===== config.mk =====
export PLATFORM = sky130hd
export DESIGN_NAME = riscv_regfile_scoreboard_flat
export DESIGN_NICKNAME = d
export VERILOG_FILES = /design/src/rtl/riscv_regfile_scoreboard_if.sv /design/src/rtl/riscv_regfile_scoreboard.sv /design/src/flat_wrapper.sv
export SDC_FILE = /design/constraint.sdc
export NUM_CORES = 1
export LEC_CHECK = 0
export CORE_MARGIN = 4
export CORE_UTILIZATION = 52
export DETAILED_ROUTE_END_ITERATION = 7
export GPL_TIMING_DRIVEN = 0
export HOLD_SLACK_MARGIN = 0.08
export PLACE_DENSITY_LB_ADDON = 0.15
export SLEW_MARGIN = 0
export SYNTH_ARGS = -nofsm -noshare
export SYNTH_HDL_FRONTEND = slang
export SYNTH_SLANG_ARGS = --single-unit

===== constraint.sdc =====
create_clock -name clock -period 3.4 [get_ports clock]
set_input_delay 0.34 -clock clock [delete_from_list [all_inputs] [get_ports clock]]
set_output_delay 0.34 -clock clock [all_outputs]
set_load 0.01 [all_outputs]

===== src/rtl/riscv_regfile_scoreboard_if.sv =====
// Register file / scoreboard bus: read ports, writeback, issue, status.
// master drives addresses, writeback and issue; slave returns data/busy/status.
interface riscv_regfile_scoreboard_if #(
  parameter int XLEN = 32
);
  logic [4:0]      rs1_addr;
  logic [4:0]      rs2_addr;
  logic [XLEN-1:0] rs1_data;
  logic [XLEN-1:0] rs2_data;
  logic            rs1_busy;
  logic            rs2_busy;
  logic [4:0]      rd_addr;
  logic            rd_enable_write;
  logic [XLEN-1:0] rd_data;
  logic            issue_valid;
  logic [4:0]      issue_rd;
  logic            ready;
  logic            illegal_access;

  modport master (
    output rs1_addr, rs2_addr,
    output rd_addr, rd_enable_write, rd_data,
    output issue_valid, issue_rd,
    input  rs1_data, rs2_data,
    input  rs1_busy, rs2_busy,
    input  ready, illegal_access
  );

  modport slave (
    input  rs1_addr, rs2_addr,
    input  rd_addr, rd_enable_write, rd_data,
    input  issue_valid, issue_rd,
    output rs1_data, rs2_data,
    output rs1_busy, rs2_busy,
    output ready, illegal_access
  );
endinterface


===== src/rtl/riscv_regfile_scoreboard.sv =====
// Register file with busy scoreboard and post-reset sequential clearing.
// Ports: clock, reset (sync, active-high), rf (slave bus: reads/write/issue).
module riscv_regfile_scoreboard #(
  parameter int XLEN     = 32,
  parameter int NUM_REGS = 32,
  parameter int BYPASS   = 1
) (
  input  logic clock,
  input  logic reset,
  riscv_regfile_scoreboard_if.slave rf
);
  localparam int AW = $clog2(NUM_REGS);

  typedef enum logic {CLEAR, RUN} state_t;

  state_t          state_q, state_d;
  logic [AW-1:0]   ptr_q, ptr_d;
  logic [XLEN-1:0] regs [NUM_REGS];
  logic [NUM_REGS-1:0] busy_q;
  logic            illegal_q;
  logic            live, wr_ok, iss_ok, bad;

  function automatic logic in_range(input logic [4:0] a);
    return int'(a) < NUM_REGS;
  endfunction

  // live: normal operation this cycle (not clearing, not in reset)
  assign live   = (state_q == RUN) && !reset;
  assign wr_ok  = live && rf.rd_enable_write &&
                  (rf.rd_addr != 5'd0) && in_range(rf.rd_addr);
  assign iss_ok = live && rf.issue_valid &&
                  (rf.issue_rd != 5'd0) && in_range(rf.issue_rd);
  assign bad    = !in_range(rf.rs1_addr) || !in_range(rf.rs2_addr) ||
                  (rf.rd_enable_write && !in_range(rf.rd_addr)) ||
                  (rf.issue_valid && !in_range(rf.issue_rd));

  always_comb begin
    state_d = state_q;
    ptr_d   = ptr_q;
    if (state_q == CLEAR) begin
      if (ptr_q == AW'(NUM_REGS - 1)) state_d = RUN;
      else ptr_d = ptr_q + AW'(1);
    end
  end

  always_ff @(posedge clock) begin
    if (reset) begin
      state_q <= CLEAR;
      ptr_q   <= AW'(1);
    end else begin
      state_q <= state_d;
      ptr_q   <= ptr_d;
    end
  end

  // x0 is never stored; reads of it are forced to zero instead
  always_ff @(posedge clock) begin
    if (!reset) begin
      if (state_q == CLEAR) regs[ptr_q] <= '0;
      else if (wr_ok) regs[rf.rd_addr[AW-1:0]] <= rf.rd_data;
    end
  end

  // issue is applied after writeback so a same-cycle pair leaves busy set
  always_ff @(posedge clock) begin
    if (reset) begin
      busy_q    <= '0;
      illegal_q <= 1'b0;
    end else begin
      if (wr_ok) busy_q[rf.rd_addr[AW-1:0]] <= 1'b0;
      if (iss_ok) busy_q[rf.issue_rd[AW-1:0]] <= 1'b1;
      if (live && bad) illegal_q <= 1'b1;
    end
  end

  function automatic logic [XLEN:0] rd_port(input logic [4:0] a);
    logic [XLEN:0] r;
    r = '0;
    if (live && (a != 5'd0) && in_range(a)) begin
      if ((BYPASS != 0) && wr_ok && (rf.rd_addr == a))
        r = {1'b0, rf.rd_data};
      else
        r = {busy_q[a[AW-1:0]], regs[a[AW-1:0]]};
    end
    return r;
  endfunction

  always_comb begin
    {rf.rs1_busy, rf.rs1_data} = rd_port(rf.rs1_addr);
    {rf.rs2_busy, rf.rs2_data} = rd_port(rf.rs2_addr);
  end

  assign rf.ready          = (state_q == RUN);
  assign rf.illegal_access = illegal_q;
endmodule

===== src/flat_wrapper.sv =====
// flat-port wrapper written by rule: the top's interface ports become plain ports
module riscv_regfile_scoreboard_flat 
#(
  parameter int XLEN     = 32,
  parameter int NUM_REGS = 32,
  parameter int BYPASS   = 1
)
  (clock, reset, rf_rs1_addr, rf_rs2_addr, rf_rd_addr, rf_rd_enable_write, rf_rd_data, rf_issue_valid, rf_issue_rd, rf_rs1_data, rf_rs2_data, rf_rs1_busy, rf_rs2_busy, rf_ready, rf_illegal_access);
  riscv_regfile_scoreboard_if #(.XLEN(XLEN)) rf_i ();
  input  logic clock;
  input  logic reset;
  input wire logic [$bits(rf_i.rs1_addr)-1:0] rf_rs1_addr;
  input wire logic [$bits(rf_i.rs2_addr)-1:0] rf_rs2_addr;
  input wire logic [$bits(rf_i.rd_addr)-1:0] rf_rd_addr;
  input wire logic [$bits(rf_i.rd_enable_write)-1:0] rf_rd_enable_write;
  input wire logic [$bits(rf_i.rd_data)-1:0] rf_rd_data;
  input wire logic [$bits(rf_i.issue_valid)-1:0] rf_issue_valid;
  input wire logic [$bits(rf_i.issue_rd)-1:0] rf_issue_rd;
  output wire logic [$bits(rf_i.rs1_data)-1:0] rf_rs1_data;
  output wire logic [$bits(rf_i.rs2_data)-1:0] rf_rs2_data;
  output wire logic [$bits(rf_i.rs1_busy)-1:0] rf_rs1_busy;
  output wire logic [$bits(rf_i.rs2_busy)-1:0] rf_rs2_busy;
  output wire logic [$bits(rf_i.ready)-1:0] rf_ready;
  output wire logic [$bits(rf_i.illegal_access)-1:0] rf_illegal_access;
  assign rf_i.rs1_addr = rf_rs1_addr;
  assign rf_i.rs2_addr = rf_rs2_addr;
  assign rf_i.rd_addr = rf_rd_addr;
  assign rf_i.rd_enable_write = rf_rd_enable_write;
  assign rf_i.rd_data = rf_rd_data;
  assign rf_i.issue_valid = rf_issue_valid;
  assign rf_i.issue_rd = rf_issue_rd;
  assign rf_rs1_data = rf_i.rs1_data;
  assign rf_rs2_data = rf_i.rs2_data;
  assign rf_rs1_busy = rf_i.rs1_busy;
  assign rf_rs2_busy = rf_i.rs2_busy;
  assign rf_ready = rf_i.ready;
  assign rf_illegal_access = rf_i.illegal_access;
  riscv_regfile_scoreboard #(.XLEN(XLEN), .NUM_REGS(NUM_REGS), .BYPASS(BYPASS)) u_core (.clock(clock), .reset(reset), .rf(rf_i));
endmodule

==> impl_metrics.csv <==
group,metric,value,unit
synthesis,ys_seq_area_frac,0.624,
cts,clockBufferDepth,3,
synthesis,synth-edff-count,1024,
sta,max_slew_margin,0.171,
worst_setup_path,cp-start-kind,"primary input",
cells_and_area,instances_no_fill,4511,
sta,drv_slew,0,
placement,hpwlAfterDp,123000,um
cells_and_area,fillCellCount,6755,
placement,placed_area,54200,um^2
worst_setup_path,end_kind,"output pin",
power_and_ir_drop,powerDensity,484,nW/um^2
drt,via_per_inst,7.34,
synthesis,ys.flop_type,"edfxtp_1",
floorplan,die_w,320,um
sta,min_period,3440,ps
drt,dr.first_iter.drc_count,4981,
floorplan,die-area,102000,um^2
floorplan,rows,114,
worst_setup_path,cp.arrival,3100,ps
global_route,grt.total_usage,0.333,
cells_and_area,stdcell_area,59800,um^2
cts,htree_num_levels,3,
synthesis,syn_avg_cell_area,17.7,um^2
synthesis,synth_cell_types,57,
worst_setup_path,reg2reg_from,"u_core.rf.ready$_SDFF_PP0_",
placement,io_buffers,109,
worst_setup_path,rr_worst_depth,6,
cts,hold_buffers,0,
floorplan,die_h,320,um
floorplan,start_util,0.523,
placement,dp_cells,4276,
sta,rsz0062_at_grt,"true",
placement,place_ws,-1850,ps
sta,tns,-121,ps
global_route,antenna_found_initial,5,
worst_setup_path,critPathKind,"primary input to output pin",
floorplan,coreArea,96600,um^2
drt,vias,33100,
worst_setup_path,path_max_fanout,10,
cts,root_buffer,"clkbuf_16",
sta,period_share,1.01,
drt,routedWlPerCell,38.3,um
sta,fin_ws,-35.6,ps
cts,cts_tree,"done",
global_route,grt_overflow,0,
power_and_ir_drop,power_leakage,18.3,nW
drt,wl,173000,um
drt,dr.pass1.iters,6,
cts,cts_buffers,109,
drt,ant_nets,0,
synthesis,yosys_warnings,0,
global_route,grt_max_degree,33,
drt,remaining_drc_errors,0,
power_and_ir_drop,power,28.9,mW
run,cap_viol_max_count,0,
worst_setup_path,r2r_end,"u_core.regs[9][9]$_DFFE_PP_",
cells_and_area,area_growth,18.3,%
synthesis,syn_inst,2859,
sta,setup_violations,6,
cts,clk_pin_slew,60,ps
worst_setup_path,crit_path_start,"rf_rs1_addr[1]",
cells_and_area,drive_gt1_frac,0.317,
worst_setup_path,rrSetupSlack,30,ps
worst_setup_path,cp.required,3060,ps
cts,clk_latency,690,ps
sta,clock_skew,20.4,ps
synthesis,synthArstFlopShare,0,
cells_and_area,layout.nets,3193,
sta,max_freq,291,MHz
synthesis,syn_nets,2917,
min_path,hold-path-endpoint,"u_core.busy_q[1]$_SDFF_PP0_",
min_path,hold_path.class,"primary input to flip-flop",
sta,worstMarginPinSlew,1230,ps
min_path,min_path_cells,4,
floorplan,num_io_pins,124,
synthesis,ys_seq_elements,1062,
cts,clock_sinks,1062,
global_route,grt_first_pass_wirelength,242000,um
run_status,outcome,"complete, but fails checks",
power_and_ir_drop,peakVddDrop,0.000365,V
min_path,min_from,"rf_rd_addr[4]",
synthesis,synth.cell_area,50500,um^2
placement,place.gp.congestion,0.902,
run_status,failed_checks,"setup timing",
global_route,grt_pass1_vias,33800,
sta,hold_viol,0,
[per-stage QoR]
step                 util  hold WS (ps)
finish              0.619           230
global route        0.619           267
CTS                 0.613           181
detailed placement  0.562           482
global placement    0.551           466
floorplan               -           451
[final cells by class]
class	count	area [um^2]	share of cell area
Antenna cell	7	17.5	0.000293
Buffer	241	1870	0.0313
Clock buffer	135	2900	0.0485
Clock inverter	69	656	0.0110
Inverter	7	31.3	0.000523
Multi-Input combinational cell	1544	19000	0.317
Sequential cell	1062	31500	0.527
Tap cell	1276	1600	0.0267
Timing Repair Buffer	170	2200	0.0368
[state kept, by name, indices dropped and copies added (netlist names)]
| signal | count |
|---|---|
| u_core.busy_q | 32 |
| u_core.ptr_q | 5 |
| u_core.rf.ready | 1 |
| u_core.regs | 1024 |
[cells in the final DEF (no fill, tap or decap), types with 22 or more instances in the layout]
cell type,instances
clkbuf_1,49
a211oi_1,28
a211o_1,28
o22ai_1,29
dfxtp_1,37
and2_1,43
buf_6,49
a22o_1,45
nor2_4,33
clkinv_2,22
clkdlybuf4s50_1,73
mux2i_1,281
a22oi_1,37
mux4_2,408
o21ai_0,46
a211oi_4,37
buf_4,68
clkbuf_4,27
buf_16,22
dlygate4sd2_1,27
o221ai_1,120
edfxtp_1,1024
nand2_1,51
clkinv_1,30
a21oi_1,101
clkbuf_16,114
clkbuf_2,52
[worst max-delay path, stage by stage]
cell and delay [ps]:
buf_6 240, buf_6 230, buf_6 250, buf_4 320
mux2i_1 260, o221ai_1 170, a211oi_2 320, a21oi_1 110
a22o_1 290, clkdlybuf4s50_1 510
[where the power goes]
group / internal, mW / switching [mW] / total (mW)
Combinational: 0.898 / 1.53 / 2.43
Clock: 7.00 / 5.14 / 12.1
Sequential: 14.3 / 0.0609 / 14.3
[cells in the mapped netlist (all sizes together), types with 2 or more instances]
library cell  count  area share
nor4             34      0.0043
inv               6     0.00045
nor2             54      0.0040
o221ai          124       0.022
edfxtp         1024        0.61
nor4b             2     0.00035
and2             68      0.0084
a211o            31      0.0054
mux2              3     0.00067
xor2              5     0.00087
nor3              8     0.00079
nor3b             2     0.00030
nand3b            3     0.00045
a32o              7      0.0014
mux2i           285       0.056
o31ai             3     0.00055
nor2b            22      0.0027
a22oi            38      0.0056
or2               6     0.00074
xnor2             8      0.0014
dfxtp            38       0.015
o32ai             3     0.00052
nand2b           11      0.0014
a21oi           114       0.011
or3b              3     0.00052
mux4            408        0.18
a211oi           86       0.013
nand4             3     0.00037
buf             137       0.017
clkbuf          109      0.0082
nand2            51      0.0038
o22ai            32      0.0040
a22o             50      0.0087
ha                2     0.00050
o21ai            52      0.0052
nand3            11      0.0011
or3               6     0.00074
[metal layers]
metal | share of wire | vias up | GRT usage
li1 | - | 12800 | -
met1 | 0.34 | 17200 | 0.418
met2 | 0.48 | 2550 | 0.540
met3 | 0.12 | 516 | 0.0931
met4 | 0.053 | 4 | 0.159
met5 | 0.00016 | - | 0
[logic make-up after synthesis]
logic type	Yosys count	share of synthesized area
buffers and inverters	253	0.0256
other	1	0.0000743
AOI/OAI and AO/OA	547	0.0782
and+or+nand+nor	285	0.0301
muxes	696	0.239
xor gates and xnor gates	13	0.00226
DFF	1062	0.624
adders and majority gates	2	0.000496
[worst max path at each step]
| stage | endpoint | cells after the start |
|---|---|---|
| after floorplan | u_core.regs[16][0]$_DFFE_PP_ | 9 |
| after global placement | u_core.regs[12][10]$_DFFE_PP_ | 7 |
| after detailed placement | rf_rs1_data[23] | 8 |
| after CTS | rf_rs1_data[23] | 6 |
| after global routing | rf_rs2_data[2] | 11 |
| final | rf_rs1_data[1] | 10 |
[what timing repair did]
| item | CTS | global route |
|---|---|---|
| gates cloned | 0 | 0 |
| endpoints found under the hold margin | 0 | 0 |
| endpoints found under the setup margin | 1961 | 264 |
| gates resized for setup | 404 | 98 |
| buffers inserted | 16 | 13 |
| pin swaps | 51 | 15 |
(Power assumes the default switching activity.)
